[config.mk]
export PLATFORM = sky130hd
export DESIGN_NAME = layer_compositor_flat
export DESIGN_NICKNAME = d
export VERILOG_FILES = /design/src/rtl/layer_compositor_pkg.sv /design/src/rtl/layer_compositor_if.sv /design/src/rtl/layer_priority_encoder.sv /design/src/rtl/layer_compositor.sv /design/src/flat_wrapper.sv
export SDC_FILE = /design/constraint.sdc
export NUM_CORES = 1
export LEC_CHECK = 0
export ABC_AREA = 1
export CORE_MARGIN = 4
export CORE_UTILIZATION = 43
export CTS_CLUSTER_DIAMETER = 50
export DETAILED_ROUTE_END_ITERATION = 10
export PLACE_DENSITY_LB_ADDON = 0.3
export SETUP_SLACK_MARGIN = 0.3
export SYNTH_ARGS = -nofsm -noshare
export SYNTH_HDL_FRONTEND = slang
export SYNTH_SLANG_ARGS = --single-unit
[constraint.sdc]
create_clock -name clk -period 1.9 [get_ports clk]
set_input_delay 0.38 -clock clk [delete_from_list [all_inputs] [get_ports clk]]
set_output_delay 0.38 -clock clk [all_outputs]
set_load 0.01 [all_outputs]
[src/rtl/layer_compositor_pkg.sv]
// Shared types and defaults for the layer compositor.
// Provides rgb_t, DEFAULT_COLOR_KEY and DEFAULT_BLINK_FRAMES.
package layer_compositor_pkg;

  localparam int DEFAULT_RGB_W = 8;
  localparam int DEFAULT_BLINK_FRAMES = 30;
  localparam logic [DEFAULT_RGB_W-1:0] DEFAULT_COLOR_KEY = 8'hFF;

  typedef logic [DEFAULT_RGB_W-1:0] rgb_t;

endpackage

[src/rtl/layer_compositor_if.sv]
// Pixel bus between the object drawers, compositor and VGA stage.
// master drives layer inputs; slave (compositor) drives the results.
interface layer_compositor_if #(
  parameter int NUM_LAYERS = 16,
  parameter int RGB_W      = 8
);
  localparam int IW = $clog2(NUM_LAYERS);

  logic                        pix_valid_in;
  logic                        frame_start;
  logic [NUM_LAYERS-1:0]       draw_req;
  logic [NUM_LAYERS*RGB_W-1:0] layer_rgb;
  logic [NUM_LAYERS-1:0]       layer_en;
  logic [NUM_LAYERS-1:0]       blink_mask;
  logic [RGB_W-1:0]            bg_rgb;
  logic [RGB_W-1:0]            rgb_out;
  logic                        pix_valid_out;
  logic                        win_hit;
  logic [IW-1:0]               win_layer;
  logic [NUM_LAYERS-1:0]       layer_hits;

  modport master (
    output pix_valid_in, frame_start,
    output draw_req, layer_rgb,
    output layer_en, blink_mask, bg_rgb,
    input  rgb_out, pix_valid_out,
    input  win_hit, win_layer, layer_hits
  );

  modport slave (
    input  pix_valid_in, frame_start,
    input  draw_req, layer_rgb,
    input  layer_en, blink_mask, bg_rgb,
    output rgb_out, pix_valid_out,
    output win_hit, win_layer, layer_hits
  );

endinterface

[src/rtl/layer_priority_encoder.sv]
// Combinational priority encoder, lowest set index wins.
// Ports: req in; any = |req; idx = winning index (0 if none).
module layer_priority_encoder #(
  parameter int N = 16,
  localparam int IW = $clog2(N)
) (
  input  logic [N-1:0]  req,
  output logic          any,
  output logic [IW-1:0] idx
);

  always_comb begin
    any = |req;
    idx = '0;
    for (int i = N - 1; i >= 0; i--) begin
      if (req[i]) idx = IW'(i);
    end
  end

endmodule

[src/rtl/layer_compositor.sv]
// 2-stage priority compositor with enable, blink and hit report.
// Ports: clk, reset (sync, high), bus (slave). COMPOSITOR_COLOR_KEY_EN.
module layer_compositor
  import layer_compositor_pkg::*;
#(
  parameter int NUM_LAYERS   = 16,
  parameter int RGB_W        = 8,
  parameter int BLINK_FRAMES = DEFAULT_BLINK_FRAMES,
  parameter logic [RGB_W-1:0] COLOR_KEY =
    RGB_W'(DEFAULT_COLOR_KEY)
) (
  input logic clk,
  input logic reset,
  layer_compositor_if.slave bus
);

  localparam int IW = $clog2(NUM_LAYERS);
  localparam int CW =
    (BLINK_FRAMES > 1) ? $clog2(BLINK_FRAMES) : 1;

  logic [CW-1:0]               blink_cnt;
  logic                        blink_phase;
  logic [NUM_LAYERS-1:0]       eff_req;

  logic [NUM_LAYERS-1:0]       s1_req;
  logic [NUM_LAYERS*RGB_W-1:0] s1_rgb;
  logic [RGB_W-1:0]            s1_bg;
  logic                        s1_valid;
  logic                        s1_fs;

  logic                        any;
  logic [IW-1:0]               idx;
  logic [NUM_LAYERS-1:0]       cur_hit;
  logic [NUM_LAYERS-1:0]       hit_acc;

`ifdef COMPOSITOR_COLOR_KEY_EN
  logic [NUM_LAYERS-1:0] opaque;
  always_comb begin
    opaque = '0;
    for (int i = 0; i < NUM_LAYERS; i++)
      opaque[i] =
        bus.layer_rgb[i*RGB_W +: RGB_W] != COLOR_KEY;
  end
`else
  logic [NUM_LAYERS-1:0] opaque;
  wire unused_key = ^COLOR_KEY;
  assign opaque = '1;
`endif

  assign eff_req = bus.draw_req & bus.layer_en & opaque
    & ~(bus.blink_mask & {NUM_LAYERS{blink_phase}});

  // Phase flips after the pulse cycle, so that
  // cycle's pixel still sees the old phase.
  always_ff @(posedge clk) begin
    if (reset) begin
      blink_cnt   <= '0;
      blink_phase <= 1'b0;
    end else if (bus.frame_start) begin
      if (blink_cnt == CW'(BLINK_FRAMES - 1)) begin
        blink_cnt   <= '0;
        blink_phase <= ~blink_phase;
      end else begin
        blink_cnt <= blink_cnt + 1'b1;
      end
    end
  end

  always_ff @(posedge clk) begin
    if (reset) begin
      s1_req   <= '0;
      s1_rgb   <= '0;
      s1_bg    <= '0;
      s1_valid <= 1'b0;
      s1_fs    <= 1'b0;
    end else begin
      s1_req   <= eff_req;
      s1_rgb   <= bus.layer_rgb;
      s1_bg    <= bus.bg_rgb;
      s1_valid <= bus.pix_valid_in;
      s1_fs    <= bus.frame_start;
    end
  end

  layer_priority_encoder #(.N(NUM_LAYERS)) u_enc (
    .req (s1_req),
    .any (any),
    .idx (idx)
  );

  assign cur_hit = (s1_valid && any)
    ? (NUM_LAYERS'(1) << idx) : '0;

  always_ff @(posedge clk) begin
    if (reset) begin
      bus.rgb_out       <= '0;
      bus.pix_valid_out <= 1'b0;
      bus.win_hit       <= 1'b0;
      bus.win_layer     <= '0;
      bus.layer_hits    <= '0;
      hit_acc           <= '0;
    end else begin
      bus.rgb_out       <= any
        ? s1_rgb[idx*RGB_W +: RGB_W] : s1_bg;
      bus.pix_valid_out <= s1_valid;
      bus.win_hit       <= any;
      bus.win_layer     <= any ? idx : '0;
      // Report excludes the pixel that rides with the pulse;
      // that pixel opens the new frame's accumulator.
      if (s1_fs) begin
        bus.layer_hits <= hit_acc;
        hit_acc        <= cur_hit;
      end else begin
        hit_acc <= hit_acc | cur_hit;
      end
    end
  end

endmodule

[src/flat_wrapper.sv]
// flat-port wrapper written by rule: the top's interface ports become plain ports
module layer_compositor_flat import layer_compositor_pkg::*;
#(
  parameter int NUM_LAYERS   = 16,
  parameter int RGB_W        = 8,
  parameter int BLINK_FRAMES = DEFAULT_BLINK_FRAMES,
  parameter logic [RGB_W-1:0] COLOR_KEY =
    RGB_W'(DEFAULT_COLOR_KEY)
)
  (clk, reset, bus_pix_valid_in, bus_frame_start, bus_draw_req, bus_layer_rgb, bus_layer_en, bus_blink_mask, bus_bg_rgb, bus_rgb_out, bus_pix_valid_out, bus_win_hit, bus_win_layer, bus_layer_hits);
  layer_compositor_if #(.NUM_LAYERS(NUM_LAYERS), .RGB_W(RGB_W)) bus_i ();
  input logic clk;
  input logic reset;
  input wire logic [$bits(bus_i.pix_valid_in)-1:0] bus_pix_valid_in;
  input wire logic [$bits(bus_i.frame_start)-1:0] bus_frame_start;
  input wire logic [$bits(bus_i.draw_req)-1:0] bus_draw_req;
  input wire logic [$bits(bus_i.layer_rgb)-1:0] bus_layer_rgb;
  input wire logic [$bits(bus_i.layer_en)-1:0] bus_layer_en;
  input wire logic [$bits(bus_i.blink_mask)-1:0] bus_blink_mask;
  input wire logic [$bits(bus_i.bg_rgb)-1:0] bus_bg_rgb;
  output wire logic [$bits(bus_i.rgb_out)-1:0] bus_rgb_out;
  output wire logic [$bits(bus_i.pix_valid_out)-1:0] bus_pix_valid_out;
  output wire logic [$bits(bus_i.win_hit)-1:0] bus_win_hit;
  output wire logic [$bits(bus_i.win_layer)-1:0] bus_win_layer;
  output wire logic [$bits(bus_i.layer_hits)-1:0] bus_layer_hits;
  assign bus_i.pix_valid_in = bus_pix_valid_in;
  assign bus_i.frame_start = bus_frame_start;
  assign bus_i.draw_req = bus_draw_req;
  assign bus_i.layer_rgb = bus_layer_rgb;
  assign bus_i.layer_en = bus_layer_en;
  assign bus_i.blink_mask = bus_blink_mask;
  assign bus_i.bg_rgb = bus_bg_rgb;
  assign bus_rgb_out = bus_i.rgb_out;
  assign bus_pix_valid_out = bus_i.pix_valid_out;
  assign bus_win_hit = bus_i.win_hit;
  assign bus_win_layer = bus_i.win_layer;
  assign bus_layer_hits = bus_i.layer_hits;
  layer_compositor #(.NUM_LAYERS(NUM_LAYERS), .RGB_W(RGB_W), .BLINK_FRAMES(BLINK_FRAMES), .COLOR_KEY(COLOR_KEY)) u_core (.clk(clk), .reset(reset), .bus(bus_i));
endmodule
# Word-level counts from Yosys, hierarchy flattened
# Cells that the tools add are included.
[word_totals]
register_bits = 206
inputBits = 188
[op_classes]
reduce_logical = 4
n_addsub = 1
mux = 20
bitwise_logic = 7
n_eq_ne = 1
n_shift = 2
[ops]
columns = ["cell", "n"]
rows = [
  ["indexed part select 128 x 8 -> 8 bit", 1],
  ["two-way mux 4 bit", 16],
  ["bitwise AND 16 bit", 3],
  ["two-way mux 16 bit", 2],
  ["inverter 16 bit", 1],
  ["OR 16 bit", 1],
  ["OR reduction 16 bit", 1],
  ["left shift 1 x 4 -> 16 bit, first input constant", 1],
  ["two-way mux 8 bit", 1],
  ["adder 5 x 1 -> 5 bit, second input constant", 1],
  ["== test 5 bit, second input constant", 1],
  ["two-way mux 5 bit", 1],
  ["inverter 1 bit", 2],
  ["AND reduction 2 bit", 1],
  ["OR reduction 2 bit", 1],
  ["logical AND 1 bit", 1],
]

# Depth between registers and ports, before layout
# Gate-level depths: netlist of run 1.
[depth]
word_depth = 20
depth_mapped = 23
mapped_depth_nobuf = 23

# Cells and area by module
# A second synthesis of run 1 with hierarchy kept.
[unflattened]
hier_cells = 1114
hier_area_um2 = 7853.8
[modules_own_cells]
columns = ["mod", "cells_per_inst", "seq_area_each_um2", "area_each_um2", "n_inst"]
rows = [
  ["layer_compositor", 1065, 4124.0, 7644.8, 1],
  ["layer_priority_encoder", 49, 0.0, 209.0, 1],
]

# Worst setup path after synthesis of run 1
# Ideal clock, no wire load.
[synth_timing]
path_kind = "reg-to-reg"
from = "register u_core.s1_req[14]"
to = "register u_core.bus.rgb_out[2]"
setup_time_ps = 109
arrival_time_ps = 1670
setup_slack_ps = 121
synth_period_minus_slack_ps = 1779
stages_incl_launch_ff = 18
cell_sequence = "dfxtp_1 -> inv_2 -> nand2_1 -> nand3_1 -> nand3_1 -> nand3_1 -> nand3_1 -> nand2_1 -> a21oi_4 -> inv_2 -> buf_2 -> buf_2 -> nand3_1 -> nand3_1 -> nand3_1 -> nand3_1 -> nand2_1 -> inv_1"
[synth_between]
elab_chain_cells = 17
word_cells_on_any_way = 18
cone_classes = "shift (1); mux (16); reduce/logical (1)"
[synth_rtl]
columns = ["item", "line_no", "rtl"]
rows = [
  ["start: declaration", "layer_compositor.sv:25", "logic [NUM_LAYERS-1:0] s1_req;"],
  ["start signal: assignment", "layer_compositor.sv:77", "s1_req <= eff_req;"],
  ["two-way mux 4 bit (15 in a row)", "layer_priority_encoder.sv:16", "if (req[i]) idx = IW'(i);"],
  ["indexed part select 128 x 8 -> 8 bit", "layer_compositor.sv:104", "? s1_rgb[idx*RGB_W +: RGB_W] : s1_bg;"],
  ["two-way mux 8 bit (*)", "layer_compositor.sv:104", ""],
  ["end signal: assignment", "layer_compositor.sv:103", "bus.rgb_out <= any"],
  ["end: declaration", "layer_compositor_if.sv:34", "output rgb_out, pix_valid_out,"],
]
# Mark *: on every way between the ends. The rest lies on a longest branch, timed or not.
# A chain may end at the register's enable or synchronous reset.

# Final worst setup path of run 1
[layout_timing]
from = "register u_core.s1_req[15]"
to = "register u_core.bus.rgb_out[1]"
[layout_between]
elab_chain_cells = 18
word_cells_on_any_way = 19
cone_classes = "shift (1); mux (17); reduce/logical (1)"
[layout_rtl]
columns = ["item", "line_no"]
rows = [
  ["two-way mux 4 bit (16 in a row)", "layer_priority_encoder.sv:16"],
  ["indexed part select 128 x 8 -> 8 bit", "layer_compositor.sv:104"],
  ["two-way mux 8 bit (*)", "layer_compositor.sv:104"],
]
# Marked as above.

==> results of run 1 <==
-- power breakdown --
group / leakage, nW / total, mW / internal, mW / switching [mW]
clock network: 0.352 / 4.16 / 2.48 / 1.67
logic: 3.56 / 2.15 / 1.02 / 1.13
registers: 1.71 / 4.68 / 4.57 / 0.111
-- cell usage after synthesis --
cell type	instances	area (sq um)
sky130_fd_sc_hd__buf_1	6	22.5
sky130_fd_sc_hd__nand3_1	133	666
sky130_fd_sc_hd__nor2_4	2	22.5
sky130_fd_sc_hd__buf_6	3	33.8
sky130_fd_sc_hd__nor2_1	268	1010
sky130_fd_sc_hd__a21oi_1	36	180
sky130_fd_sc_hd__nor3b_1	1	7.51
sky130_fd_sc_hd__a21oi_4	1	16.3
sky130_fd_sc_hd__nor4_1	1	6.26
sky130_fd_sc_hd__buf_4	1	7.51
sky130_fd_sc_hd__ha_1	2	25.0
sky130_fd_sc_hd__nand2_1	88	330
sky130_fd_sc_hd__inv_2	9	33.8
sky130_fd_sc_hd__nand4_1	36	225
sky130_fd_sc_hd__nand2_4	2	22.5
sky130_fd_sc_hd__and3_1	1	6.26
sky130_fd_sc_hd__xor2_1	1	8.76
sky130_fd_sc_hd__inv_1	213	800
sky130_fd_sc_hd__a211oi_1	1	7.51
sky130_fd_sc_hd__nor3_1	4	20.0
sky130_fd_sc_hd__nand2_2	2	12.5
sky130_fd_sc_hd__o21ai_0	26	130
sky130_fd_sc_hd__dfxtp_1	206	4120
sky130_fd_sc_hd__clkbuf_1	32	120
sky130_fd_sc_hd__nor2_2	1	6.26
sky130_fd_sc_hd__buf_2	13	65.1
-- state kept, by name, indices dropped and copies added, names as in the netlist, 4 cells and up --
name,flops
u_core.s1_bg,8
u_core.bus.rgb_out,8
u_core.s1_req,16
u_core.hit_acc,16
u_core.s1_rgb,128
u_core.blink_cnt,5
u_core.bus.win_layer,4
u_core.bus.layer_hits,16
-- final timing paths --
check                                  startpoint                    end  depth (start not counted)
worst max-delay path            u_core.s1_req[15]  u_core.bus.rgb_out[1]                         19
worst max register to register  u_core.s1_req[15]  u_core.bus.rgb_out[1]                         19
worst min-delay path                        reset      u_core.hit_acc[5]                          2
worst min register to register  u_core.hit_acc[8]      u_core.hit_acc[8]                          2
-- per-stage QoR --
step / TNS [ns] / utilization / cells
floorplan: 0 / - / 1089
global placement: -2.71 / 0.584 / 1521
detailed placement: -3.03 / 0.584 / 1521
CTS: -1.94 / 0.635 / 1567
global route: -7.05 / 0.648 / 1571
finish: -2.86 / 0.648 / 1571
-- layer usage --
metal  wire length, microns  part of all wire  global-route usage
met1                   9510              0.41               0.269
met2                  10900              0.47               0.372
met3                   1930             0.083              0.0463
met4                    912             0.039              0.0828
met5                      0                 0                   0
-- critical path, stage by stage (launching register included) --
cell and delay [ns]:
sky130_fd_sc_hd__dfxtp_1 0.33, sky130_fd_sc_hd__inv_1 0.04, sky130_fd_sc_hd__nand2_1 0.08, sky130_fd_sc_hd__nand3_1 0.08, sky130_fd_sc_hd__nand3_1 0.07, sky130_fd_sc_hd__nand3_1 0.07, sky130_fd_sc_hd__nand3_1 0.08, sky130_fd_sc_hd__nand2_2 0.07
sky130_fd_sc_hd__a21oi_4 0.23, sky130_fd_sc_hd__buf_12 0.14, sky130_fd_sc_hd__buf_12 0.09, sky130_fd_sc_hd__buf_4 0.21, sky130_fd_sc_hd__nand3_1 0.10, sky130_fd_sc_hd__nand2_1 0.07, sky130_fd_sc_hd__nor2_1 0.05, sky130_fd_sc_hd__nand3_2 0.09
sky130_fd_sc_hd__nand3_1 0.08, sky130_fd_sc_hd__nand3_1 0.11, sky130_fd_sc_hd__nand2_1 0.06, sky130_fd_sc_hd__inv_1 0.04
-- timing repair --
item | 4_1_cts | 5_1_grt
pin swaps | 14 | 18
hold buffers | 0 | 0
endpoints found under the setup margin | 56 | 27
setup buffers | 3 | 3
gates cloned | 3 | 1
resized for setup | 66 | 49
-- area by class of cell --
type	count	area share
sequential	206	0.353
multi-input combinational	607	0.260
timing repair buffer	267	0.229
inverter	222	0.0717
clock buffer	31	0.0544
tap	229	0.0245
clock inverter	9	0.00739
-- logic make-up after synthesis --
logic type / share of synthesized area
fa+ha+maj: 0.00317
xor+xnor: 0.00111
compound gates: 0.0423
simple gates: 0.295
buf+inv: 0.137
flops: 0.522
==> results, run 1 <==
- The post-layout total power is 11.0 mW.
- The total clock sinks is approximately 200.
- The area after detailed placement is between 0.01 and 0.015 sq mm.
- The number of storage elements in the synthesis netlist is around 200.
- Entering global routing, the biggest net connects slightly below 80 pins.
- The number of nets produced by synthesis is roughly 1300.
- The final layout net count is 1516.
- The total global routing track utilization is 0.217.
- The first global-routing pass estimated about 36000 microns of wire.
- Along the worst path, the maximum fanout reaches 11.
- The classification of the worst-slack hold path is in2reg.
- With fillers left out, the area of the finished cells amounts to between 0.01 and 0.015 sq mm.
- Input and output buffers added on the ports amount to 217.
- Setup repair after global routing could not meet its margin everywhere.
- After filler insertion, the fill cell instance count of the layout stands at around 1600.
- The minimum period implied by the final worst setup slack is between 2 and 2.5 ns.
- The via count of the first global-routing pass is about 7300.
- The required time reported for the critical path endpoint is 2.35 ns.
- In the layout the commonest cells are 256 x sky130_fd_sc_hd__nor2_1, 213 x sky130_fd_sc_hd__inv_1, 205 x sky130_fd_sc_hd__dfxtp_1.
- The transition at the pin with the smallest max-transition slack is between 0.5 and 0.6 ns.
- The average vias per placed instance is roughly 4.8.
- The max-slew violation count is 0.
- The first-pass iteration count of the detailed router is 5.
- The core footprint is approximately 0.018 sq mm.
- The total leakage power is approximately 5.6 nW.
- Dividing total power by cell area gives a power density of 939 mW/mm^2.
- The total wire length after detailed routing is 23300 microns.
- The CTS clock-pin slew for the worst setup and hold paths is approximately 0.060 ns.
- The post-synthesis sequential area ratio is 0.522.
- The area growth from synthesis to final layout is 47.9%.
- The run finished, with violations left.
- The max-cap violation count is 0.
- The final hold violation count is 0.
- The maximum buffer depth of the clock tree is 3.
- In this run, CTS created clock tree buffers numbering 22.
- After detailed routing, the number of remaining DRC violations is 0.
- TritonCTS built the clock tree.
- Dividing the final minimum period by the clock period gives 1.12.
- The headroom to the max-slew limit is 0.600.
- OpenSTA, run right after detailed placement, puts the worst setup slack at -0.295 ns.
- In the final layout, the multi-input gates occupy ~0.003 sq mm.
- The residual overflow from global routing is 0.
- The worst setup path is launched from a flop.
- The commonest non-fill, non-tap cell in the layout is sky130_fd_sc_hd__nor2_1.
- 0 antenna diodes ended up in the layout.
- The detailed router's first-iteration violation count is between 400 and 500.
- The Yosys step of the flow raised 0 warnings.
- The clock reaches the later pin of the worst-skew pair after approximately 0.50 ns.
- After detailed routing, the average wire length per cell comes to about 15 microns.
- The initial antenna violation count is 0.
- The die covers approximately 0.021 sq mm.
- The count of different cell masters after synthesis is 26.
- The final weighted congestion in routability-driven placement is roughly 0.94.
- The vertical die dimension is ~140 microns.
- The average size of a mapped cell is slightly above 7 sq um.
- Setup violations remaining at the end of the flow were counted as 24.
- In the synthesized netlist, the number of instances is 1089.
- In this run the number of H-tree levels came out at 1.
- The final hold slack is around 0.24 ns.
- The post-synth design cell area is between 0.007 and 0.008 sq mm.
- The buffer type at the clock tree root is sky130_fd_sc_hd__clkbuf_16.
- Data on the critical path arrives at its endpoint at ~2.6 ns.
- The slack of the critical path is -0.233 ns.
- The worst setup path is of the reg2reg kind.
- The clock arrives with about 0.0076 ns of skew.
- For flop-to-flop paths, the worst setup slack is -0.23 ns.
- In this run the remaining antenna-violating nets after routing total 0.
- Once detailed placement completed, the half-perimeter wirelength came to ~17000 microns.
- The total via count after detailed routing is roughly 7500.
- In this run the core area contains 49 standard-cell rows.
- In the final layout, the share of cells above drive strength 1 is 0.124.
- VDD sags by at most ~0.66 mV.
- For this design the top-level I/O count stands at roughly 220.
- The final reports fail on setup timing.
- The worst setup path is captured at a flop.
- The sequential standard cell area is between 0.004 and 0.005 sq mm.
- The starting density of the core is 0.439.
- Measured along the x axis, the die boundary spans roughly 140 microns.
- The timing-limited maximum frequency is about 0.47 GHz.
Power figures use the tool's default switching activity.
==> inputs of run 2 (changes only) <==
Settings changed: REMOVE_ABC_BUFFERS from default to 1.
==> results, run 2 (same netlist as run 1, synthesis figures left out) <==
- The share of the core filled with cells was 0.648 (about the same).
- The total clock sinks came to 206 (unchanged).
- TritonCTS built the clock tree.
- The post-route clock period utilization was 1.10 (-0.0243).
- The count of boundary I/O pins is 218 (unchanged).
- The max-cap violation count is 0 (unchanged).
- The largest voltage drop on the vdd net is 0.634 mV (-4.0%).
- The number of endpoints failing setup at the final stage is 12 (-50%).
- The relative contribution of sequential cells to total power was 0.429 (+0.003).
- The total global routing track utilization is 0.213 (-0.00453).
- The switching part of the total power came to 0.269 (+0.00402).
- The first-pass GRT wire length came to 35400 microns (-0.87%).
- The required time reported for the critical path endpoint is 2.29 ns (-0.06 ns).
- The count of input and output buffers is 217 (unchanged).
- The largest fanout on the critical path is 32 (+21).
- The checks that failed: setup timing.
- The residual overflow from global routing was 0 (unchanged).
- The core footprint is 0.0180 sq mm (unchanged).
- The switching power came to 2.93 mW (+0.53%).
- The total power divided by cell area is 931 mW/mm^2 (-0.94%).
- The clock network fraction of total power is 0.373 (-0.006).
- The CTS clock-pin slew for the worst setup and hold paths came to 0.06 ns (about the same).
- The full die area was 0.0206 sq mm (unchanged).
- The maximum number of pins on one net before global-route repair is 94 (+22%).
- The arrival time at the worst endpoint is 2.48 ns (-0.10 ns).
- The total wire length after detailed routing came to 23000 microns (-1.1%).
- The number of flip-flops in the largest register was 128 (unchanged).
- The max-slew violation count is 0 (unchanged).
- The maximum buffer depth of the clock tree is 3 (unchanged).
- The area growth from synthesis to final layout is 47.8% (about the same).
- The first-pass iteration count of the detailed router is 6 (+1).
- The via count of the first global-routing pass came to 7243 (-1.2%).
- The post-detailed-route DRC marker count is 0 (unchanged).
- The fraction of final layout cells with drive strength greater than 1 came to 0.126 (+0.00186).
- The worst setup path category is reg2reg.
- The final routed wire length divided by cell count is 14.7 microns (-0.86%).
- The final layout net count came to 1513 (-0.20%).
- The detailed router's first-iteration violation count came to 396 (-14%).
- Leaving out fill and tap cells, the most frequent cells in the layout are 254 x sky130_fd_sc_hd__nor2_1, 212 x sky130_fd_sc_hd__inv_1, 204 x sky130_fd_sc_hd__dfxtp_1.
- The type of element launching the critical path is a flop.
- The run finished, with violations left.
- The total via count after detailed routing was 7425 (-0.55%).
- The timing-limited maximum frequency came to 0.479 GHz (+2.2%).
- The final hold violation count came to 0 (unchanged).
- The worst setup path is captured at a flop.
- CTS placed an instance of sky130_fd_sc_hd__clkbuf_16 at the clock tree root.
- The total leakage power is 5.64 nW (+0.35%).
- The row count was 49 (unchanged).
- The starting density of the core came to 0.439 (unchanged).
- The cell count after placement is 1516 (-0.33%).
- The clock network latency to the later pin of the worst-skew pair is 0.50 ns (about the same).
- The die extent in x is 144 microns (unchanged).
- The HPWL after detailed placement is 16000 microns (-7.5%).
- The clock skew after layout is 0.0172 ns (+0.00962 ns).
- Setup repair after global routing could not meet its margin everywhere.
- The antenna diode instance count is 0 (unchanged).
- The final antenna-violating net count was 0 (unchanged).
- The headroom to the max-slew limit was 0.612 (+0.0119).
- The register with the most flip-flops in the final layout is u_core.s1_rgb.
- The average vias per placed instance was 4.74 (-0.30%).
- The total CTS buffers came to 22 (unchanged).
- The cell-internal power is 7.94 mW (-1.5%).
- The initial antenna violation count is 0 (unchanged).
- The number of H-tree branching levels is 1 (unchanged).
- The vertical die dimension was 144 microns (unchanged).
- The transition at the pin with the smallest max-transition slack is 0.582 ns (-0.0178 ns).
- The non-filler instance count after layout is 1567 (-0.25%).
- The combinational power share is 0.199 (+0.004).
- The minimum period implied by the final worst setup slack was 2.09 ns (-0.0463 ns).
- The final weighted congestion in routability-driven placement is 0.831 (-12%).
- The slack of the critical path is -0.186 ns (+0.0463 ns).
- Leaving out fill and tap cells, the most frequent cell in the layout is sky130_fd_sc_hd__nor2_1.
- The number of buffers added to fix hold violations after cts is 0 (unchanged).
- The worst hold path belongs to the class in2reg.
[run 2: metal layers]
layer	vias to the layer above	wire (microns)	global-route usage
li1	3766	-	-
met1	3325	9580	0.269
met2	295	10900	0.367
met3	39	2040	0.0519
met4	0	477	0.0515
met5	-	0	0
[run 2: critical path: stages (launching register included)]
cell and delay [ns]:
sky130_fd_sc_hd__dfxtp_1 0.33, sky130_fd_sc_hd__inv_1 0.05, sky130_fd_sc_hd__nand2_1 0.09, sky130_fd_sc_hd__nand3_2 0.09, sky130_fd_sc_hd__nand3_2 0.07, sky130_fd_sc_hd__nand3_2 0.06, sky130_fd_sc_hd__nand3_2 0.06, sky130_fd_sc_hd__nand2_2 0.06
sky130_fd_sc_hd__a21oi_4 0.20, sky130_fd_sc_hd__buf_4 0.15, sky130_fd_sc_hd__buf_4 0.09, sky130_fd_sc_hd__inv_2 0.05, sky130_fd_sc_hd__buf_12 0.16, sky130_fd_sc_hd__nand4_1 0.11, sky130_fd_sc_hd__nand3_1 0.09, sky130_fd_sc_hd__nand3_1 0.12
sky130_fd_sc_hd__nand3_2 0.09, sky130_fd_sc_hd__nand2_1 0.07, sky130_fd_sc_hd__inv_1 0.03
[run 2: path summary, 6_finish.rpt]
path / depth (start not counted) / slack (ns) / to / startpoint
setup / recovery: 18 / -0.19 / u_core.bus.rgb_out[1] / u_core.s1_req[15]
hold / removal: 3 / 0.37 / u_core.s1_rgb[97] / reset
setup reg to reg: 18 / -0.19 / u_core.bus.rgb_out[1] / u_core.s1_req[15]
hold reg to reg: 2 / 0.47 / u_core.hit_acc[8] / u_core.hit_acc[8]
[run 2: cell type report]
type | count | area [sq um]
Inverter | 222 | 840
Multi-Input combinational cell | 606 | 3010
Clock buffer | 30 | 632
Clock inverter | 9 | 60.1
Fill cell | 1602 | 6340
Tap cell | 229 | 287
Timing Repair Buffer | 265 | 2730
Sequential cell | 206 | 4130
[run 2: what timing repair did]
item                                    4_1_cts  5_1_grt
setup buffers                                 5        5
gates resized for setup                      60       58
gates cloned                                  0        2
pin swaps                                     8       14
endpoints found under the setup margin       55       28
[run 2: power groups by stage]
stage / clock network [mW] / logic, mW / registers (mW)
6_report: 4.05 / 2.16 / 4.66
4_1_cts: 4.13 / 1.99 / 4.66
3_5_place_dp: 0 / 1.91 / 4.75
5_1_grt: 4.31 / 2.36 / 4.68
2_1_floorplan: 0 / 0.779 / 4.75
3_3_place_gp: 0 / 1.89 / 4.75
[run 2: stage by stage]
| stage | total power, mW | hold slack (ns) | TNS [ns] | setup WS, ns | area (sq um) |
|---|---|---|---|---|---|
| 2_1_floorplan | 5.53 | 0.440 | -15.59 | -0.803 | 7660 |
| 3_5_place_dp | 6.66 | 0.456 | -1.11 | -0.171 | 10500 |
| 3_3_place_gp | 6.64 | 0.456 | -0.758 | -0.123 | 10500 |
| 4_1_cts | 10.8 | 0.367 | -1.28 | -0.120 | 11400 |
| 6_report | 10.9 | 0.375 | -1.68 | -0.186 | 11700 |
| 5_1_grt | 11.4 | 0.381 | -4.18 | -0.320 | 11700 |
